File: config.mk
export PLATFORM = sky130hd
export DESIGN_NAME = sc_level_sequencer
export DESIGN_NICKNAME = d
export VERILOG_FILES = /design/src/rtl/sc_level_sequencer.sv
export SDC_FILE = /design/constraint.sdc
export NUM_CORES = 1
export LEC_CHECK = 0
export ABC_CLOCK_PERIOD_IN_PS = 2500
export CORE_ASPECT_RATIO = 1.5
export CORE_MARGIN = 3
export CORE_UTILIZATION = 35
export DETAILED_ROUTE_END_ITERATION = 10
export PLACE_DENSITY = 0.66
export SETUP_SLACK_MARGIN = 0.02
export SLEW_MARGIN = 10
export SYNTH_ARGS = -nofsm -noshare
export SYNTH_HDL_FRONTEND = slang
export SYNTH_SLANG_ARGS = --single-unit
File: constraint.sdc
create_clock -name SC_LEVEL_SEQUENCER_CLOCK_50 -period 2.5 [get_ports SC_LEVEL_SEQUENCER_CLOCK_50]
set_clock_uncertainty 0.2 [all_clocks]
set_input_delay 0.25 -clock SC_LEVEL_SEQUENCER_CLOCK_50 [delete_from_list [all_inputs] [get_ports SC_LEVEL_SEQUENCER_CLOCK_50]]
set_output_delay 0.25 -clock SC_LEVEL_SEQUENCER_CLOCK_50 [all_outputs]
set_load 0.01 [all_outputs]
File: src/rtl/sc_level_sequencer.sv
// sc_level_sequencer: Frogger game-flow controller (level, progress, lives,
// inter-level freeze, per-level speed, win / game-over flags).
//
// Ports:
//   SC_LEVEL_SEQUENCER_CLOCK_50             in  system clock
//   SC_LEVEL_SEQUENCER_RESET_InLow          in  async active-low reset
//   SC_LEVEL_SEQUENCER_Start_In             in  start button level
//   SC_LEVEL_SEQUENCER_FrameTick_In         in  one pulse per frame
//   SC_LEVEL_SEQUENCER_Goal_In              in  frog reached top row
//   SC_LEVEL_SEQUENCER_Death_In             in  frog collision
//   SC_LEVEL_SEQUENCER_CurrentLevel_Out     out 0 idle, 1..3 play, 4 won
//   SC_LEVEL_SEQUENCER_LvlProgressCount_Out out goals in this level
//   SC_LEVEL_SEQUENCER_Lives_Out            out remaining lives
//   SC_LEVEL_SEQUENCER_Speed_Out            out lane speed divider
//   SC_LEVEL_SEQUENCER_Freeze_Out           out gameplay halted
//   SC_LEVEL_SEQUENCER_Win_Out              out game won
//   SC_LEVEL_SEQUENCER_GameOver_Out         out game lost
module sc_level_sequencer #(
  parameter int unsigned PROGRESS_TARGET  = 20,
  parameter int unsigned LIVES_INIT       = 3,
  parameter int unsigned TRANSITION_TICKS = 50,
  parameter logic [7:0]  SPEED_L1         = 8'd40,
  parameter logic [7:0]  SPEED_L2         = 8'd25,
  parameter logic [7:0]  SPEED_L3         = 8'd12
) (
  input  logic       SC_LEVEL_SEQUENCER_CLOCK_50,
  input  logic       SC_LEVEL_SEQUENCER_RESET_InLow,
  input  logic       SC_LEVEL_SEQUENCER_Start_In,
  input  logic       SC_LEVEL_SEQUENCER_FrameTick_In,
  input  logic       SC_LEVEL_SEQUENCER_Goal_In,
  input  logic       SC_LEVEL_SEQUENCER_Death_In,
  output logic [2:0] SC_LEVEL_SEQUENCER_CurrentLevel_Out,
  output logic [4:0] SC_LEVEL_SEQUENCER_LvlProgressCount_Out,
  output logic [1:0] SC_LEVEL_SEQUENCER_Lives_Out,
  output logic [7:0] SC_LEVEL_SEQUENCER_Speed_Out,
  output logic       SC_LEVEL_SEQUENCER_Freeze_Out,
  output logic       SC_LEVEL_SEQUENCER_Win_Out,
  output logic       SC_LEVEL_SEQUENCER_GameOver_Out
);

  localparam logic [4:0] ProgTarget = 5'(PROGRESS_TARGET);
  localparam logic [1:0] LivesInit  = 2'(LIVES_INIT);
  localparam logic [7:0] TransTicks = 8'(TRANSITION_TICKS);

  typedef enum logic [2:0] {
    stIdle       = 3'd0,
    stPlay       = 3'd1,
    stTransition = 3'd2,
    stWin        = 3'd3,
    stGameOver   = 3'd4
  } state_t;

  state_t     state, stateNext;
  logic [2:0] level, levelNext;
  logic [4:0] progress, progressNext;
  logic [1:0] lives, livesNext;
  logic [7:0] speed, speedNext;
  logic [7:0] transCount, transCountNext;
  logic       freeze, freezeNext;
  logic       win, winNext;
  logic       gameOver, gameOverNext;
  logic       startQ;

  logic       clk;
  logic       rstN;
  logic       startEvent;
  logic       goal;
  logic       death;
  logic       frameTick;
  logic [4:0] progressInc;
  logic [7:0] transInc;

  assign clk        = SC_LEVEL_SEQUENCER_CLOCK_50;
  assign rstN       = SC_LEVEL_SEQUENCER_RESET_InLow;
  assign goal       = SC_LEVEL_SEQUENCER_Goal_In;
  assign death      = SC_LEVEL_SEQUENCER_Death_In;
  assign frameTick  = SC_LEVEL_SEQUENCER_FrameTick_In;
  assign startEvent = SC_LEVEL_SEQUENCER_Start_In & ~startQ;

  assign progressInc = progress + 5'd1;
  assign transInc    = transCount + 8'd1;

  always_ff @(posedge clk or negedge rstN) begin
    if (!rstN) begin
      state      <= stIdle;
      level      <= 3'd0;
      progress   <= 5'd0;
      lives      <= LivesInit;
      speed      <= 8'd0;
      transCount <= 8'd0;
      freeze     <= 1'b1;
      win        <= 1'b0;
      gameOver   <= 1'b0;
      startQ     <= 1'b0;
    end else begin
      state      <= stateNext;
      level      <= levelNext;
      progress   <= progressNext;
      lives      <= livesNext;
      speed      <= speedNext;
      transCount <= transCountNext;
      freeze     <= freezeNext;
      win        <= winNext;
      gameOver   <= gameOverNext;
      startQ     <= SC_LEVEL_SEQUENCER_Start_In;
    end
  end

  always_comb begin
    stateNext      = state;
    levelNext      = level;
    progressNext   = progress;
    livesNext      = lives;
    speedNext      = speed;
    transCountNext = transCount;

    case (state)
      stIdle: begin
        if (startEvent) begin
          stateNext    = stPlay;
          levelNext    = 3'd1;
          progressNext = 5'd0;
          livesNext    = LivesInit;
          speedNext    = SPEED_L1;
        end
      end

      stPlay: begin
        // Death wins over a coincident goal.
        if (death) begin
          if (lives > 2'd1) begin
            livesNext = lives - 2'd1;
          end else begin
            livesNext = 2'd0;
            stateNext = stGameOver;
          end
        end else if (goal && progress < ProgTarget) begin
          progressNext = progressInc;
          if (progressInc == ProgTarget) begin
            if (level < 3'd3) begin
              stateNext      = stTransition;
              transCountNext = 8'd0;
            end else begin
              stateNext = stWin;
              levelNext = 3'd4;
            end
          end
        end
      end

      stTransition: begin
        if (frameTick) begin
          transCountNext = transInc;
          if (transInc == TransTicks) begin
            stateNext    = stPlay;
            levelNext    = level + 3'd1;
            progressNext = 5'd0;
            speedNext    = (level == 3'd1) ? SPEED_L2 : SPEED_L3;
          end
        end
      end

      stWin, stGameOver: begin
        if (startEvent) begin
          stateNext      = stIdle;
          levelNext      = 3'd0;
          progressNext   = 5'd0;
          livesNext      = LivesInit;
          speedNext      = 8'd0;
          transCountNext = 8'd0;
        end
      end

      default: begin
        stateNext      = stIdle;
        levelNext      = 3'd0;
        progressNext   = 5'd0;
        livesNext      = LivesInit;
        speedNext      = 8'd0;
        transCountNext = 8'd0;
      end
    endcase

    // Flags follow the state being entered so they land with it.
    freezeNext   = (stateNext != stPlay);
    winNext      = (stateNext == stWin);
    gameOverNext = (stateNext == stGameOver);
  end

  assign SC_LEVEL_SEQUENCER_CurrentLevel_Out     = level;
  assign SC_LEVEL_SEQUENCER_LvlProgressCount_Out = progress;
  assign SC_LEVEL_SEQUENCER_Lives_Out            = lives;
  assign SC_LEVEL_SEQUENCER_Speed_Out            = speed;
  assign SC_LEVEL_SEQUENCER_Freeze_Out           = freeze;
  assign SC_LEVEL_SEQUENCER_Win_Out              = win;
  assign SC_LEVEL_SEQUENCER_GameOver_Out         = gameOver;

endmodule

==> impl_summary.log <==
[metrics] routed wire length per instance: 13.8 µm
[metrics] hpwl dp: 2910 µm
[metrics] Hold-fix buffers, CTS: 0
[metrics] largest net degree at the start of global routing: 30
[metrics] total placed instance area: 2090 µm²
[metrics] Post-Syn Instances: 189
[metrics] Clock Sink Count: 29
[metrics] layout cell share with drive strength beyond 1: 13.8%
[metrics] count of unique library cells instantiated by Yosys: 58
[metrics] switching share of power: 37.0%
[metrics] flop-to-flop setup slack: 250 ps
[metrics] First-pass DRT Iterations: 4
[metrics] count of boundary I/O pins: 27
[metrics] Final GP Congestion: 0.820
[metrics] relative contribution of the clock network to total power: 18.9%
[metrics] via density per instance: 5.24
[metrics] maximum clock insertion buffer count: 2
[metrics] cell at the root of the clock tree: sky130_fd_sc_hd__clkbuf_8
[metrics] worst path required time: 2470 ps
[metrics] Synth Cell Area: 1770 µm²
[metrics] number of global-route vias before repair: 1445
[metrics] detailed router's first-iteration violation count: 45
[metrics] antenna fix cells: 0
[metrics] total die area: 5960 µm²
[metrics] flip-flop and latch count after synthesis: 29
[metrics] total non-filler cell area in the finished layout: 2170 µm²
[metrics] Post-CTS Setup Repair Bufs: 0
[metrics] Final Max Slew Viols: 0
[metrics] Tightest Hold Check Type: primary input to asynchronous set/reset pin
[metrics] # nets final: 228
[metrics] antenna violations before repair: 0
[metrics] worst reg2reg endpoint: SC_LEVEL_SEQUENCER_CurrentLevel_Out[0]
[metrics] total detailed-routing wirelength: 3910 µm
[metrics] Startpoint Class: flip-flop
[metrics] Synthesis Warnings: 0
[metrics] share of synthesized registers carrying an async set or reset: 100%
[metrics] horizontal die dimension: 64.1 µm
[metrics] total negative setup slack: 0 ps
[metrics] Most used DFF post-synth: sky130_fd_sc_hd__dfrtp_1
[metrics] critical path capture point type: flip-flop
[metrics] grt total ovfl: 0
[metrics] RR Startpoint: transCount[0]
[metrics] number of inserted filler cells in the final layout: 472
[metrics] net switching power: 718 µW
[metrics] Static Leak: 0.922 nW
[metrics] IO Port Bufs: 23
[metrics] outcome: complete, no violations
[metrics] die outline height: 93.1 µm
[metrics] via count: 1488
[metrics] largest fanout on the critical path: 8
[metrics] drc violations: 0
[metrics] Min Clock Period, post-route: 2250 ps
[metrics] htree depth: 2
[metrics] global-route wire length before repair: 6590 µm
[metrics] clock latency of the later-clocked register in the worst-skew pair: 280 ps
[metrics] power share of the combinational group: 43.6%
[metrics] synthesized area divided by synthesized cell count: 9.36 µm²
[metrics] max-capacitance violation count: 0
[metrics] final hold violation count: 0
[metrics] count of flip-flops with a built-in enable after synthesis: 0
[metrics] combined global-route utilization of all metal layers: 14.4%
[metrics] worst path arrival time: 2210 ps
[metrics] length in cells of the worst reg-to-reg path: 6
[metrics] achievable frequency: 445 MHz
[metrics] clock tree from TritonCTS: built
[metrics] TritonCTS buffer count: 5
[metrics] share of the cycle needed by the critical path after routing: 89.8%
[metrics] Setup Crit Path Kind: flip-flop to flip-flop
[metrics] clk slew on worst S/H paths: 60 ps
[metrics] initial core utilization: 36.5%
[metrics] final-report setup violation count: 0
[metrics] Sequential Power Share: 37.5%
[metrics] power per unit of standard cell area: 895 nW/µm²
[metrics] Resized cells post-CTS: 0
[metrics] area growth from synthesis to final layout: 22.4%
[metrics] number of nets with antenna violations after routing: 0
[metrics] Core Rows: 31
[metrics] worst vdd rail ir drop: 0.291 mV
[metrics] sequential cell area fraction in the yosys report: 41.2%
[metrics] cell internal power dissipation: 1.22 mW
[metrics] Floorplan Core Area: 4850 µm²
[metrics] unrepaired setup endpoints after global routing: false
routing by layer:
| metal | global-route usage (%) | share of wire (%) |
|---|---|---|
| met5 | 0 | 0 |
| met4 | 7.03 | 1.6 |
| met3 | 3.73 | 2.9 |
| met2 | 26.0 | 55 |
| met1 | 15.1 | 41 |
stage by stage:
stage / hold slack, ps / util, % / std cells / total power [mW] / setup slack, ps
after floorplan: -246 / - / 191 / 1.26 / 384
after global placement: 284 / 43.0 / 276 / 1.57 / 50.9
after detailed placement: 299 / 43.0 / 276 / 1.59 / 19.6
after CTS: 166 / 44.7 / 284 / 1.96 / 253
after global routing: 185 / 44.7 / 284 / 2.09 / 147
final: 153 / 44.7 / 284 / 1.94 / 254
critical path: stages (launching register included):
cell and delay [ps]:
sky130_fd_sc_hd__dfrtp_1 440, sky130_fd_sc_hd__ha_1 280, sky130_fd_sc_hd__nor2_1 140, sky130_fd_sc_hd__o2bb2ai_2 160, sky130_fd_sc_hd__a31oi_4 170, sky130_fd_sc_hd__or3_4 440
sky130_fd_sc_hd__mux2_4 300
cell usage in the layout, fill, tap and decap left out, drive strengths merged, types with 2 or more instances in the layout:
cell and count:
nand4 3, conb 3, a211oi 3, buf 9, a41oi 2, a21oi 16
o21a 4, nor2 17, clkdlybuf4s50 23, ha 5, o41ai 3, o21ai 8
nand2 17, nand3 8, nor2b 3, o22ai 3, mux2 3, a21o 2
nor3b 3, clkbuf 8, a31oi 4, nand2b 2, dfrtp 26, dfstp 3
a211o 2, and3 4, or2 2, inv 6, or3 2, xnor2 3
o31ai 3
sequential cells by signal, indices dropped and copies added, names as in the netlist:
name,count
state,3
SC_LEVEL_SEQUENCER_Freeze_Out,1
SC_LEVEL_SEQUENCER_CurrentLevel_Out,3
SC_LEVEL_SEQUENCER_GameOver_Out,1
transCount,8
SC_LEVEL_SEQUENCER_Lives_Out,2
SC_LEVEL_SEQUENCER_LvlProgressCount_Out,5
SC_LEVEL_SEQUENCER_Speed_Out,4
SC_LEVEL_SEQUENCER_Win_Out,1
startQ,1
worst max path at each step:
stage,from,to,slack [ps],depth (start not counted)
final,transCount[0],SC_LEVEL_SEQUENCER_CurrentLevel_Out[0],250,6
after global routing,transCount[0],SC_LEVEL_SEQUENCER_CurrentLevel_Out[1],150,6
after CTS,transCount[0],SC_LEVEL_SEQUENCER_CurrentLevel_Out[0],250,6
after detailed placement,SC_LEVEL_SEQUENCER_Start_In,SC_LEVEL_SEQUENCER_LvlProgressCount_Out[4],20,7
after global placement,SC_LEVEL_SEQUENCER_Start_In,SC_LEVEL_SEQUENCER_LvlProgressCount_Out[4],50,7
after floorplan,transCount[0],SC_LEVEL_SEQUENCER_CurrentLevel_Out[0],380,6
power groups by stage:
stage	sequential [mW]	combinational, mW	clock (mW)
finish	0.728	0.845	0.367
global route	0.746	0.942	0.405
floorplan	0.722	0.537	0
global placement	0.734	0.835	0
detailed placement	0.735	0.851	0
CTS	0.728	0.853	0.378
cell usage after synthesis, drive strengths merged, types with 4 or more instances:
| master | instances | share of area, % |
|---|---|---|
| a21oi | 16 | 4.5 |
| a31oi | 4 | 2.3 |
| and3 | 4 | 1.5 |
| buf | 10 | 3.4 |
| dfrtp | 26 | 37 |
| ha | 5 | 3.5 |
| inv | 6 | 1.3 |
| nand2 | 17 | 3.6 |
| nand3 | 8 | 2.3 |
| nor2 | 17 | 3.6 |
| o21a | 4 | 1.7 |
| o21ai | 8 | 2.3 |
kinds of logic (layout without fill, tap and decap cells):
logic type	Yosys count	count (layout)	synth area share [%]
AO/OA/AOI/OAI	61	61	25.5
XOR/XNOR	3	3	1.49
adder cells (fa/ha/maj)	5	5	3.54
buffers and inverters	19	46	5.30
flip-flops	29	29	41.2
multiplexers	4	4	2.90
other	1	3	0.212
AND/OR/NAND/NOR	67	67	19.9
layout make-up:
| cell class | instances | area (µm²) | area share [%] |
|---|---|---|---|
| Multi-Input combinational cell | 143 | 953 | 44.0 |
| Sequential cell | 29 | 729 | 33.7 |
| Timing Repair Buffer | 32 | 298 | 13.7 |
| Tap cell | 66 | 82.6 | 3.81 |
| Clock buffer | 8 | 80.1 | 3.70 |
| Inverter | 6 | 22.5 | 1.04 |
Note: power is estimated with default switching activity, not from simulation.
